File: src/rtl/cbd_sampler_param_if.sv
// Bus bundle for cbd_sampler_param: PRG word input stream and coefficient beat output stream.
interface cbd_sampler_param_if #(
  parameter int unsigned LANES  = 4,
  parameter int unsigned COEF_W = 12,
  parameter int unsigned N_COEF = 256
) ();

  localparam int unsigned N_BEATS = N_COEF / LANES;
  localparam int unsigned ADDR_W  = (N_BEATS > 1) ? $clog2(N_BEATS) : 1;

  logic [63:0]             in_data;
  logic                    in_valid;
  logic                    in_ready;
  logic [LANES*COEF_W-1:0] out_data;
  logic                    out_valid;
  logic                    out_ready;
  logic [ADDR_W-1:0]       address;
  logic                    done;

  // Environment side: supplies PRG words and accepts coefficient beats.
  modport master (
    output in_data, in_valid, out_ready,
    input  in_ready, out_data, out_valid, address, done
  );

  // Sampler side.
  modport slave (
    input  in_data, in_valid, out_ready,
    output in_ready, out_data, out_valid, address, done
  );

endinterface

File: src/rtl/cbd_sampler_param.sv
// Centered binomial distribution sampler: turns a 64-bit PRG word stream into
// LANES coefficients per beat, negative values encoded as Q+(a-b).
// Optional feature macro: CBD_ETA3_EN (adds eta=3 support and a 128-bit buffer).
module cbd_sampler_param #(
  parameter int unsigned LANES  = 4,
  parameter int unsigned COEF_W = 12,
  parameter int unsigned N_COEF = 256,
  parameter int unsigned Q      = 3329
) (
  input  logic                    clk,
  input  logic                    reset,
  input  logic                    start,
  input  logic                    eta,
  output logic                    busy,
  cbd_sampler_param_if.slave      bus
);

`ifdef CBD_ETA3_EN
  localparam int unsigned BUF_W  = 128;
  localparam int unsigned C3     = 6 * LANES;
  localparam int unsigned WORDS3 = (N_COEF * 6 + 63) / 64;
`else
  localparam int unsigned BUF_W  = 64 + 4 * LANES;
`endif
  localparam int unsigned C2       = 4 * LANES;
  localparam int unsigned WORDS2   = (N_COEF * 4 + 63) / 64;
  localparam int unsigned CNT_W    = $clog2(BUF_W + 1);
  localparam int unsigned N_BEATS  = N_COEF / LANES;
  localparam int unsigned ADDR_W   = (N_BEATS > 1) ? $clog2(N_BEATS) : 1;
  localparam int unsigned WCNT_W   = $clog2(((N_COEF * 6 + 63) / 64) + 1);
  // A new word is only taken when it is guaranteed to fit above the held bits.
  localparam int unsigned FILL_MAX = BUF_W - 64;

  typedef enum logic [1:0] {
    IDLE  = 2'd0,
    RUN   = 2'd1,
    DRAIN = 2'd2
  } state_e;

  state_e                  state_q, state_d;
  logic [BUF_W-1:0]        buf_q, buf_d;
  logic [CNT_W-1:0]        count_q, count_d;
  logic [ADDR_W-1:0]       addr_q, addr_d;
  logic [WCNT_W-1:0]       words_q, words_d;

  logic [CNT_W-1:0]        cost_c;
  logic [WCNT_W-1:0]       words_req_c;
  logic                    in_ready_c;
  logic                    out_valid_c;
  logic                    fire_in_c;
  logic                    fire_out_c;
  logic                    done_c;
  logic [LANES*COEF_W-1:0] out_data_c;

`ifdef CBD_ETA3_EN
  logic                    eta3_q, eta3_d;
`else
  logic                    unused_eta;
  assign unused_eta = eta;
`endif

  // Map one (a, b) popcount pair onto the modular coefficient encoding.
  function automatic logic [COEF_W-1:0] cbd_coef(input logic [2:0] a, input logic [2:0] b);
    if (a >= b) begin
      return COEF_W'(a - b);
    end
    return COEF_W'(Q - 32'(b - a));
  endfunction

  // Per-polynomial beat cost and input word budget, selected by the latched eta.
  always_comb begin
    cost_c      = CNT_W'(C2);
    words_req_c = WCNT_W'(WORDS2);
`ifdef CBD_ETA3_EN
    if (eta3_q) begin
      cost_c      = CNT_W'(C3);
      words_req_c = WCNT_W'(WORDS3);
    end
`endif
  end

  // Lane decoders: each lane reads its own 2*eta bit group from the buffer bottom.
  for (genvar g = 0; g < LANES; g++) begin : g_lane
    logic [3:0]        grp2_c;
    logic [COEF_W-1:0] coef2_c;
    logic [COEF_W-1:0] coef_c;

    assign grp2_c  = buf_q[g*4 +: 4];
    assign coef2_c = cbd_coef(3'(grp2_c[0]) + 3'(grp2_c[1]),
                              3'(grp2_c[2]) + 3'(grp2_c[3]));
`ifdef CBD_ETA3_EN
    logic [5:0]        grp3_c;
    logic [COEF_W-1:0] coef3_c;

    assign grp3_c  = buf_q[g*6 +: 6];
    assign coef3_c = cbd_coef(3'(grp3_c[0]) + 3'(grp3_c[1]) + 3'(grp3_c[2]),
                              3'(grp3_c[3]) + 3'(grp3_c[4]) + 3'(grp3_c[5]));
    assign coef_c  = eta3_q ? coef3_c : coef2_c;
`else
    assign coef_c  = coef2_c;
`endif
    assign out_data_c[g*COEF_W +: COEF_W] = coef_c;
  end

  // Next-state, buffer fill/consume and handshake outputs.
  always_comb begin
    state_d     = state_q;
    buf_d       = buf_q;
    count_d     = count_q;
    addr_d      = addr_q;
    words_d     = words_q;
`ifdef CBD_ETA3_EN
    eta3_d      = eta3_q;
`endif
    in_ready_c  = 1'b0;
    out_valid_c = 1'b0;
    fire_in_c   = 1'b0;
    fire_out_c  = 1'b0;
    done_c      = 1'b0;

    case (state_q)
      IDLE: begin
        if (start) begin
          state_d = RUN;
          buf_d   = '0;
          count_d = '0;
          addr_d  = '0;
          words_d = '0;
`ifdef CBD_ETA3_EN
          eta3_d  = eta;
`endif
        end
      end

      RUN, DRAIN: begin
        in_ready_c  = (state_q == RUN) && (count_q <= CNT_W'(FILL_MAX)) &&
                      (words_q < words_req_c);
        out_valid_c = (count_q >= cost_c);
        fire_in_c   = in_ready_c && bus.in_valid;
        fire_out_c  = out_valid_c && bus.out_ready;

        // Consume first so a same-cycle fill lands just above the surviving bits.
        if (fire_out_c) begin
          buf_d   = buf_q >> cost_c;
          count_d = count_q - cost_c;
          addr_d  = addr_q + ADDR_W'(1);
        end

        if (fire_in_c) begin
          buf_d   = buf_d | (BUF_W'(bus.in_data) << count_d);
          count_d = count_d + CNT_W'(64);
          words_d = words_q + WCNT_W'(1);
          if (words_d == words_req_c) begin
            state_d = DRAIN;
          end
        end

        // Final beat: drop any leftover bits and return to idle.
        if (fire_out_c && (addr_q == ADDR_W'(N_BEATS - 1))) begin
          done_c  = 1'b1;
          state_d = IDLE;
          buf_d   = '0;
          count_d = '0;
          addr_d  = '0;
          words_d = '0;
        end
      end

      default: begin
        state_d = IDLE;
      end
    endcase
  end

  // State and datapath registers with synchronous active-low reset.
  always_ff @(posedge clk) begin
    if (!reset) begin
      state_q <= IDLE;
      buf_q   <= '0;
      count_q <= '0;
      addr_q  <= '0;
      words_q <= '0;
`ifdef CBD_ETA3_EN
      eta3_q  <= 1'b0;
`endif
    end else begin
      state_q <= state_d;
      buf_q   <= buf_d;
      count_q <= count_d;
      addr_q  <= addr_d;
      words_q <= words_d;
`ifdef CBD_ETA3_EN
      eta3_q  <= eta3_d;
`endif
    end
  end

  assign bus.in_ready  = in_ready_c;
  assign bus.out_valid = out_valid_c;
  assign bus.out_data  = out_data_c;
  assign bus.address   = addr_q;
  assign bus.done      = done_c;
  assign busy          = (state_q != IDLE);

endmodule

File: src/flat_wrapper.sv
// flat-port wrapper written by rule: the top's interface ports become plain ports
module cbd_sampler_param_flat 
#(
  parameter int unsigned LANES  = 4,
  parameter int unsigned COEF_W = 12,
  parameter int unsigned N_COEF = 256,
  parameter int unsigned Q      = 3329
)
  (clk, reset, start, eta, busy, bus_in_data, bus_in_valid, bus_out_ready, bus_in_ready, bus_out_data, bus_out_valid, bus_address, bus_done);
  cbd_sampler_param_if #(.LANES(LANES), .COEF_W(COEF_W), .N_COEF(N_COEF)) bus_i ();
  input  logic clk;
  input  logic reset;
  input  logic start;
  input  logic eta;
  output logic busy;
  input wire logic [$bits(bus_i.in_data)-1:0] bus_in_data;
  input wire logic [$bits(bus_i.in_valid)-1:0] bus_in_valid;
  input wire logic [$bits(bus_i.out_ready)-1:0] bus_out_ready;
  output wire logic [$bits(bus_i.in_ready)-1:0] bus_in_ready;
  output wire logic [$bits(bus_i.out_data)-1:0] bus_out_data;
  output wire logic [$bits(bus_i.out_valid)-1:0] bus_out_valid;
  output wire logic [$bits(bus_i.address)-1:0] bus_address;
  output wire logic [$bits(bus_i.done)-1:0] bus_done;
  assign bus_i.in_data = bus_in_data;
  assign bus_i.in_valid = bus_in_valid;
  assign bus_i.out_ready = bus_out_ready;
  assign bus_in_ready = bus_i.in_ready;
  assign bus_out_data = bus_i.out_data;
  assign bus_out_valid = bus_i.out_valid;
  assign bus_address = bus_i.address;
  assign bus_done = bus_i.done;
  cbd_sampler_param #(.LANES(LANES), .COEF_W(COEF_W), .N_COEF(N_COEF), .Q(Q)) u_core (.clk(clk), .reset(reset), .start(start), .eta(eta), .busy(busy), .bus(bus_i));
endmodule
File: config.mk
export PLATFORM = sky130hd
export DESIGN_NAME = cbd_sampler_param_flat
export DESIGN_NICKNAME = d
export VERILOG_FILES = /design/src/rtl/cbd_sampler_param_if.sv /design/src/rtl/cbd_sampler_param.sv /design/src/flat_wrapper.sv
export SDC_FILE = /design/constraint.sdc
export NUM_CORES = 1
export LEC_CHECK = 0
export BUFFER_PORTS_ARGS = -buffer_cell sky130_fd_sc_hd__clkbuf_2
export CAP_MARGIN = 20
export CELL_PAD_IN_SITES_DETAIL_PLACEMENT = 1
export CELL_PAD_IN_SITES_GLOBAL_PLACEMENT = 1
export CORE_MARGIN = 1.5
export CORE_UTILIZATION = 43
export DETAILED_ROUTE_END_ITERATION = 7
export PLACE_DENSITY = 0.81
export SKIP_LAST_GASP = 1
export SYNTH_ARGS = -nofsm -noshare
export SYNTH_HDL_FRONTEND = slang
export SYNTH_SLANG_ARGS = --single-unit
File: constraint.sdc
create_clock -name clk -period 3.3 [get_ports clk]
set_clock_uncertainty 0.2 [all_clocks]
set_input_delay 0.33 -clock clk [delete_from_list [all_inputs] [get_ports clk]]
set_output_delay 0.33 -clock clk [all_outputs]
set_load 0.01 [all_outputs]
### Word-level counts from Yosys, hierarchy flattened

Cells that the tools add are included.

| operators by class | value |
|---|---|
| add/sub/neg operators | 24 |
| multiplexer cells | 41 |
| reductions and logical operators | 13 |
| shifts and indexed selects | 1 |
| order comparisons | 7 |
| bitwise gates (word level) | 1 |
| equal/unequal tests | 8 |

Operators by type and width:

| kind | count |
|---|---|
| $mux 80 | 5 |
| $pmux 80 s2 | 1 |
| $mux 12 | 8 |
| $or 80x80->80 | 1 |
| $shl 64x7->80 | 1 |
| $sub 12x12->12 const A | 4 |
| $mux 7 | 5 |
| $sub 3x3->4 | 8 |
| $mux 6 | 3 |
| $add 1x1->2 | 8 |
| $mux 5 | 3 |
| $pmux 7 s2 | 1 |
| $ge 3x3->1 | 4 |
| $pmux 6 s2 | 1 |
| $pmux 5 s2 | 1 |
| $ne 3x1->1 const B | 3 |
| $reduce_and 3->1 | 3 |
| $mux 1 | 8 |
| $mux 2 | 4 |
| $add 7x7->7 const B | 1 |
| $ge 7x5->1 const B | 1 |
| $le 7x5->1 const B | 1 |
| $sub 7x5->7 const B | 1 |
| $add 6x1->6 const B | 1 |
| other kinds (13) | 18 |

| storage, ports and cells | value |
|---|---|
| output and inout port bits | 58 |
| bits of input ports | 70 |
| flip-flop bits (word level) | 100 |
| word-level logic and storage cells | 100 |

### Depth between registers and ports, before layout

Gate-level depths: netlist of run 1.

| depth | value |
|---|---|
| depth in word-level cells | 9 |
| mapped depth | 11 |
| depth with buffers taken out | 8 |

### Worst setup path after synthesis of run 1

No wires, ideal clock.

| timing path | value |
|---|---|
| path type | register to register |
| start | register u_core.count_q[4] |
| end | register u_core.buf_q[69] |
| library setup time | 0.117 ns |
| path buffers | 3 |
| arrival time | 2.335 ns |
| clock period less this slack | 2.651 ns |
| stages on the path, launching flop included | 11 |
| setup slack | 0.649 ns |
| data required time | 2.983 ns |
| path through | dfxtp_1 > inv_1 > clkbuf_1 > ha_1 > and2_1 > nor3_1 > buf_2 > buf_4 > mux2i_1 > o21ai_0 > a22o_1 |

| on the way | value |
|---|---|
| cells in the longest elaborated chain, start to end | 9 |
| elaborated cells on any way between the ends | 17 |
| those cells by class | add/sub (1); order compare (2); shift (1); mux (7); bitwise (1); reduce/logical (5) |

RTL lines:

| what | line | source |
|---|---|---|
| start: declaration | cbd_sampler_param.sv:42 | `logic [CNT_W-1:0] count_q, count_d;` |
| start signal: assignment | cbd_sampler_param.sv:189 | `count_q <= count_d;` |
| $ge 7x5->1 | cbd_sampler_param.sv:138 | `out_valid_c = (count_q >= cost_c);` |
| $logic_and 1x1->1 | cbd_sampler_param.sv:140 | `fire_out_c = out_valid_c && bus.out_ready;` |
| $mux 7 | cbd_sampler_param.sv:143 | `if (fire_out_c) begin` |
| $mux 7 | cbd_sampler_param.sv:121 | `case (state_q)` |
| $shl 64x7->80 | cbd_sampler_param.sv:150 | `buf_d = buf_d \| (BUF_W'(bus.in_data) << count_d);` |
| $or 80x80->80 | cbd_sampler_param.sv:150 |  |
| $mux 80 | cbd_sampler_param.sv:149 | `if (fire_in_c) begin` |
| $mux 80 * | cbd_sampler_param.sv:159 | `if (fire_out_c && (addr_q == ADDR_W'(N_BEATS - 1))) begin` |
| $pmux 80 s2 * | cbd_sampler_param.sv:121 |  |
| end signal: assignment | cbd_sampler_param.sv:188 | `buf_q <= buf_d;` |
| end: declaration | cbd_sampler_param.sv:41 | `logic [BUF_W-1:0] buf_q, buf_d;` |

Mark *: on every way between the ends. The rest lies on a longest branch, timed or not. The select of a mux whose other input is x is not followed.
A chain may end at the register's enable or synchronous reset.

### Worst setup path after layout of run 1

| timing path | value |
|---|---|
| start | register u_core.buf_q[14] |
| end | output port bus_out_data[39] |

| on the way | value |
|---|---|
| cells in the longest elaborated chain, start to end | 4 |
| elaborated cells on any way between the ends | 8 |
| those cells by class | add/sub (4); order compare (1); mux (3) |

RTL lines:

| what | line | source |
|---|---|---|
| $add 1x1->2 * | cbd_sampler_param.sv:90 | `3'(grp2_c[2]) + 3'(grp2_c[3]));` |
| $sub 3x3->4 (tied with other cells) | cbd_sampler_param.sv:67 | `return COEF_W'(Q - 32'(b - a));` |
| $sub 12x12->12 (tied with other cells) | cbd_sampler_param.sv:67 |  |
| $mux 12 * | cbd_sampler_param.sv:67 |  |
| end: declaration | flat_wrapper.sv:20 | `output wire logic [$bits(bus_i.out_data)-1:0] bus_out_data;` |

Marked as above.

==> summary by stage, run 1 <==
Clock network
The H-tree was split into 3 levels. The cell sitting at the root of the clock tree is a sky130_fd_sc_hd__clkbuf_16. Clock-pin slew was measured on the worst setup and hold paths at about 70 ps. The later-pin clock latency in the skew report is approximately 340 ps. Gates resized during post-CTS repair numbered 0. The tree built by TritonCTS fans out to 96 sinks. In this run, post-CTS hold repair placed 0 buffers. TritonCTS built the clock tree. The CTS buffer count is 9. The number of setup buffers added after CTS is 0. Counting along the longest clock path gives a buffer depth of 2.

Logic synthesis
The number of synthesized flops with an enable pin is 0. The synthesized netlist devotes less than 1% of its cell area to XOR and XNOR gates. After synthesis, the share of cell area in mux cells is ~9.2%.

The fraction of registers with async set or reset after synthesis is 0%. The count of synthesis-stage warnings from yosys is 0. The synthesized netlist devotes 31.4% of its cell area to compound gates. The most frequent cell after synthesis is sky130_fd_sc_hd__nor2_1.

The gate count of the mapped netlist is about 1000. After Yosys synthesis, and, or, nand and nor cells account for 19.5% of the synthesized area. The dominant combinational cell family by area after synthesis is compound AO/OA/AOI/OAI gates.

The synthesized net count is 1158. By area the synthesized netlist is led by sky130_fd_sc_hd__dfxtp_1 (23%), sky130_fd_sc_hd__a21oi_1 (5.6%), sky130_fd_sc_hd__ha_1 (5.3%). In the synthesized netlist the dominant register cell turns out to be sky130_fd_sc_hd__dfxtp_1. Summing every instance area after synthesis gives approximately 8300 um^2. The library cell with the largest summed area after synthesis is sky130_fd_sc_hd__dfxtp_1. After synthesis, the netlist uses 73 different library cells. The share of synthesized area occupied by flip-flops and latches is 23.2%. Synthesis inferred 96 register bits. In this run the mean area of a mapped cell was approximately 8 um^2. The adder and majority gate portion of the synthesized area is under 10%.

The commonest cells after synthesis are sky130_fd_sc_hd__nor2_1 (105), sky130_fd_sc_hd__dfxtp_1 (96), sky130_fd_sc_hd__a21oi_1 (92), sky130_fd_sc_hd__nand2_1 (81), sky130_fd_sc_hd__o21ai_0 (57). The portion of synthesized cell area occupied by the leading cell type is a little under a quarter.

Flow run
Across the run, the number of max-cap violations was 0.

Worst setup path
The worst register-to-register path ends at u_core.buf_q[4]. For the worst setup path, the data arrival time is between 2000 and 2500 ps. Along the worst path, the maximum fanout reaches 5. The start point of the critical path is u_core.buf_q[14].

The critical setup path kind is reg2out. For the worst setup path, the data required time is roughly 2800 ps. The worst register-to-register path begins at u_core.count_q[4]. STA classifies the critical path startpoint as a register. Measured in cells, the most critical reg-to-reg path has a length of 8. The critical path ends at bus_out_data[39]. The worst register-to-register path has a setup slack of roughly 400 ps. The critical path endpoint category is a primary output.

Timing
The final number of max-transition violations is 0. At the pin with the least slew margin, the transition time is between 1000 and 1500 ps. Setup violations remaining at the end of the flow were counted as 0. The worst pin sits at a relative slew slack of 29.2%. Setup repair after global routing left no endpoint under its margin. The maximum frequency from static timing analysis is ~330 MHz. The share of the clock period used by the worst path is between 90% and 100%. Summed over all failing endpoints, the final setup total negative slack is 0 ps. The post-route minimum period is slightly above 3000 ps. The final count of hold timing violations is 0.

Placement
The HPWL after detailed placement is 19.5 mm. The congestion estimate from routability-driven global placement came to around 0.84. Input and output buffers added on the ports amount to 126.

Pwr
For this design the static power due to leakage is between 3 and 4 nW. Power comes to between 2 and 3 mW. IR analysis of the VDD net gives a maximum drop of between 200 and 250 uV.

Dividing total power by cell area gives a power density of about 310 nW/um^2.

Detailed routing
After the first detailed-routing iteration, the DRC count stood at approximately 630. The number of routed nets with antenna violations is 0. The number of optimization iterations in the first detailed-route pass is 5. After detailed routing, the average wire length per cell comes to about 20 um.

The aggregate routed wire length is between 20 and 30 mm. The average vias per placed instance is approximately 6.2. The DRC violation count after routing is 0. The total via count after detailed routing is 8334.

Global routing
The number of global-route vias before repair came to between 8000 and 9000. For this run, the total global-route usage over all layers was measured as a little over a quarter. The largest net degree at the start of global routing is 62. After global routing the overflow that remains totals 0.

The number of antenna violations at the first check in global routing is 0. The global-route wire length before repair is between 40 and 50 mm.

Floorplan
The core box area is roughly 19000 um^2. The die extent in y is 142 um. The initialized floorplan defines 50 standard-cell rows. The area enclosed by the die boundary is ~20000 um^2. The number of placed I/O pins is 128. For this configuration, the core starts out at a cell density of 44.1%. The die boundary width is around 140 um.

Final layout
Across the whole layout, storage elements account for between 1500 and 2000 um^2. The fraction of layout instances using a drive strength above 1 is between 20% and 30%. The signed area change from the synthesized netlist to the final layout is 10.9%. The number of fill cells in the layout is approximately 2300. In the final layout, the multi-input gates occupy 5650 um^2. After the last flow step, the layout net total stands at between 1000 and 1500. The number of antenna diodes in the final layout is 0.

Hold path
The type of the most critical hold path is in2reg.

Outcome
The run finished with clean final reports.
per-stage QoR:
stage                     setup WS [ps]  area [um^2]  instances  hold slack [ps]  utilization [%]
after floorplan                     649         8270       1045              232                -
after global placement              518         8850       1321              256             47.2
after detailed placement            461         8850       1321              261             47.2
after CTS                           254         9170       1337             79.5             48.9
after global routing                106         9170       1337              125             48.9
final                               282         9170       1337             80.8             48.9
flip-flops by register name, indices dropped and copies added, names as in the netlist:
signal / cells
u_core.buf_q: 80
u_core.bus.address: 6
u_core.count_q: 3
u_core.state_q: 2
u_core.words_q: 5
cell type report:
type	count	area share, %
Sequential cell	96	21.0
Clock inverter	5	0.573
Inverter	31	1.27
Multi-Input combinational cell	807	61.6
Clock buffer	11	2.88
Timing Repair Buffer	153	9.50
Tap cell	234	3.19
cell families after synthesis:
logic type	after synthesis
adders and majority gates	43
AOI/OAI and AO/OA	370
and+or+nand+nor	317
muxes	72
DFF	96
buffers and inverters	142
xor gates and xnor gates	5
routing by layer:
metal / up-vias / share of wire [%] / GRT usage (%)
met5: - / 0 / 0
met4: 0 / 1.1 / 5.91
met3: 19 / 6.3 / 2.36
met2: 308 / 45 / 42.0
met1: 4067 / 48 / 38.4
li1: 3940 / - / -
cell usage in the layout, fill, tap and decap left out, types with 14 or more instances in the layout:
| cell type | instances |
|---|---|
| sky130_fd_sc_hd__clkbuf_2 | 125 |
| sky130_fd_sc_hd__nor2_1 | 105 |
| sky130_fd_sc_hd__dfxtp_1 | 95 |
| sky130_fd_sc_hd__a21oi_1 | 92 |
| sky130_fd_sc_hd__nand2_1 | 81 |
| sky130_fd_sc_hd__o21ai_0 | 57 |
| sky130_fd_sc_hd__a22oi_1 | 42 |
| sky130_fd_sc_hd__mux2i_1 | 38 |
| sky130_fd_sc_hd__ha_1 | 35 |
| sky130_fd_sc_hd__inv_1 | 31 |
| sky130_fd_sc_hd__nand3_1 | 28 |
| sky130_fd_sc_hd__o21ai_1 | 24 |
| sky130_fd_sc_hd__buf_4 | 24 |
| sky130_fd_sc_hd__nand2b_1 | 19 |
| sky130_fd_sc_hd__a22o_1 | 19 |
| sky130_fd_sc_hd__mux2_1 | 18 |
| sky130_fd_sc_hd__and3_1 | 17 |
| sky130_fd_sc_hd__mux2_2 | 15 |
| sky130_fd_sc_hd__a31oi_1 | 15 |
| sky130_fd_sc_hd__a21boi_0 | 14 |
critical path, cell delays in order (launching register included):
cell	delay, ps
sky130_fd_sc_hd__dfxtp_1	420
sky130_fd_sc_hd__ha_1	290
sky130_fd_sc_hd__inv_1	70
sky130_fd_sc_hd__ha_1	130
sky130_fd_sc_hd__inv_1	50
sky130_fd_sc_hd__fa_1	530
sky130_fd_sc_hd__ha_1	160
sky130_fd_sc_hd__a21oi_1	40
sky130_fd_sc_hd__nor2b_1	250
sky130_fd_sc_hd__clkbuf_2	190
worst min-delay path by stage:
stage | start | end | slack (ps) | cells past startpoint
floorplan | u_core.buf_q[32] | u_core.buf_q[32] | 230 | 2
global placement | u_core.buf_q[44] | u_core.buf_q[44] | 260 | 2
detailed placement | u_core.buf_q[44] | u_core.buf_q[44] | 260 | 2
CTS | start | u_core.state_q[0] | 80 | 3
global route | start | u_core.state_q[0] | 120 | 3
finish | start | u_core.state_q[0] | 80 | 3
where the power goes:
| part | total (mW) | switching (mW) | internal (mW) | leakage [nW] |
|---|---|---|---|---|
| Clock | 1.12 | 0.469 | 0.651 | 0.156 |
| Combinational | 0.554 | 0.353 | 0.201 | 2.80 |
| Sequential | 1.18 | 0.0109 | 1.17 | 0.774 |
| Total | 2.85 | 0.833 | 2.02 | 3.73 |
Note: power is estimated with default switching activity, not from simulation.
==> run 2, diff against run 1 <==
--- a/config.mk
+++ b/config.mk
@@ -13,6 +13,7 @@
 export CORE_UTILIZATION = 43
 export DETAILED_ROUTE_END_ITERATION = 7
 export PLACE_DENSITY = 0.81
+export RECOVER_POWER = 25
 export SKIP_LAST_GASP = 1
 export SYNTH_ARGS = -nofsm -noshare
 export SYNTH_HDL_FRONTEND = slang
==> summary by stage, run 2 (synthesis results as in run 1) <==
Clock network
The CTS tree is built. The number of setup buffers added after CTS is 0. No sink is reached through more buffers than the 2 on the longest clock path.

The number of hold buffers added after cts is 0. In this run, post-CTS repair resized a total of 0 instances. The later-pin clock latency in the skew report is approximately 340 ps. For this design, the sink count on the clock tree is between 90 and 100. The number of levels in the clock H-tree is 3. The cell sitting at the root of the clock tree is a sky130_fd_sc_hd__clkbuf_16. The clock input transition at the sequential cells of the worst setup and hold paths is 70 ps. The CTS buffer count is 9.

Pwr
The clock share of power is 39.3%. The leakage power total is between 3 and 4 nW. The maximum vdd ir drop is between 200 and 250 uV. The internal portion of total power is 2.02 mW. The switching power share of the total is between 20% and 30%. Power spread over the standard cell area amounts to between 300 and 400 nW/um^2. The switching power of the nets is between 800 and 900 uW. Of the total power, registers draw 41.4%.

Per report_power, the combinational group accounts for 19.3% of the total.

Timing
Final hold analysis gives a worst-case slack of between 80 and 90 ps. The final count of hold timing violations is 0. The relative max-transition margin is 22.8%.

The summed negative setup slack over all endpoints is 0 ps. The slew at the pin closest to its max-slew limit is approximately 1100 ps. Setup repair after global routing left no endpoint under its margin. The count of endpoints failing setup in the final report is 0. The worst path uses between 90 and 100% of the clock period. The post-route minimum period is roughly 3100 ps. The maximum frequency from static timing analysis is about 320 MHz. The final number of max-transition violations is 0.

Floorplan
In this run the vertical extent of the chip is approximately 140 um. After floorplanning, the core was sized to cover 18800 um^2. The die boundary width is between 100 and 150 um. The initialized floorplan defines 50 standard-cell rows. The area enclosed by the die boundary is 20100 um^2. During I/O placement, the number of pins put on the boundary was 128.

The initial standard-cell utilization of the core is roughly 44%.

Final layout
The utilization after layout is around 48%. The register ranked first by flip-flop count is u_core.buf_q. From synthesis to final layout, the design area changed by 9.94%. In the final layout, the share of cells above drive strength 1 is 18.6%. 0 antenna diodes ended up in the layout. The number of fill cells in the layout is 2335. The flip-flop count of the largest register, all copies and words added is 80. In the final design database the tool counted approximately 1200 nets. Registers take between 1500 and 2000 um^2. Leaving out fill and tap cells, the most frequent cell in the layout is sky130_fd_sc_hd__clkbuf_2. In the final layout, the multi-input gates occupy about 5600 um^2. The finished cells cover roughly 9000 um^2.

The library cells used most frequently in the layout, excluding fill and tap cells, are sky130_fd_sc_hd__clkbuf_2 (106), sky130_fd_sc_hd__nor2_1 (105), sky130_fd_sc_hd__dfxtp_1 (95).

Worst setup path
The origin of the critical flop-to-flop path is u_core.count_q[4]. STA classifies the critical path endpoint as a register. The worst setup path is launched from a register. Of all nets on the critical path, the largest fanout is 11. The critical setup path kind is reg2reg. The data arrival time of the worst path is 3110 ps. The start point of the critical path is u_core.count_q[4]. The worst path required time is between 3000 and 4000 ps.

Detailed routing
The number of optimization iterations in the first detailed-route pass is 5. The DRC violation total after the first TritonRoute iteration is ~600. In the final routed layout, each cell accounts on average for 19.9 um. The DRC violation count after routing is 0.

For this block, the routed nets add up to approximately 27 mm of wire. Dividing the detail-routed via count by the number of cells gives 6.25. The routed layout has approximately 8400 vias. The number of routed nets with antenna violations is 0.

Placement
The final weighted congestion in routability-driven placement is between 0.8 and 0.9. The area of placed instances is a little under 9000 um^2. The half-perimeter wire length after detailed placement is between 15 and 20 mm. In this run the tool buffered the top-level ports with about 130 buffer cells.

Global routing
The number of antenna violations at the first check in global routing is 0. Entering global routing, the biggest net connects slightly above 60 pins. The number of global-route vias before repair is roughly 8000. The global-route wire length before repair is ~43 mm. The total grt overflow is 0. The aggregate global-route resource usage is 26.3%.

Flow run
Max-cap violations in this run came to 0.

Outcome
The flow ran to the end, and the final reports show no timing, DRC or antenna violations.

Hold path
The path class of the tightest hold or removal check is in2reg. The origin of the worst min-delay path is start.
run 2: final timing paths:
check / end / slack (ps) / cells past startpoint
min reg2reg: u_core.buf_q[44] / 280 / 2
max reg2reg: u_core.buf_q[48] / 220 / 7
min: u_core.state_q[0] / 80 / 3
max: u_core.buf_q[48] / 220 / 7
run 2: per-stage QoR:
stage	setup slack [ps]	total power [mW]	cells
3_3_place_gp	518	1.73	1321
2_1_floorplan	649	1.55	1045
5_1_grt	82.7	2.94	1337
6_report	221	2.85	1337
3_5_place_dp	461	1.75	1321
4_1_cts	254	2.85	1337
run 2: layer usage:
layer | vias up | GRT usage (%) | wire (um)
li1 | 3933 | - | -
met1 | 4071 | 38.4 | 12700
met2 | 324 | 42.0 | 11800
met3 | 23 | 2.36 | 1720
met4 | 0 | 5.91 | 316
met5 | - | 0 | 0
run 2: final cells by class:
class	instances	share of cell area [%]
clock buffer	11	2.90
clock inverter	5	0.578
inverter	31	1.28
multi-input combinational	807	61.6
sequential	96	21.2
tap	234	3.22
timing repair buffer	153	9.28
run 2: worst max-delay path, cell delays in order (launching register included):
cell and delay, ps:
sky130_fd_sc_hd__dfxtp_4 390, sky130_fd_sc_hd__ha_1 350, sky130_fd_sc_hd__o31ai_2 640, sky130_fd_sc_hd__clkbuf_1 320
sky130_fd_sc_hd__mux2_2 370, sky130_fd_sc_hd__o21ai_0 360, sky130_fd_sc_hd__a2bb2oi_1 230, sky130_fd_sc_hd__a21oi_1 90
run 2: power groups by stage:
stage | combinational, mW | clock, mW | sequential (mW)
CTS | 0.547 | 1.12 | 1.18
finish | 0.548 | 1.12 | 1.18
detailed placement | 0.544 | 0 | 1.20
floorplan | 0.349 | 0 | 1.20
global route | 0.594 | 1.16 | 1.18
global placement | 0.529 | 0 | 1.20
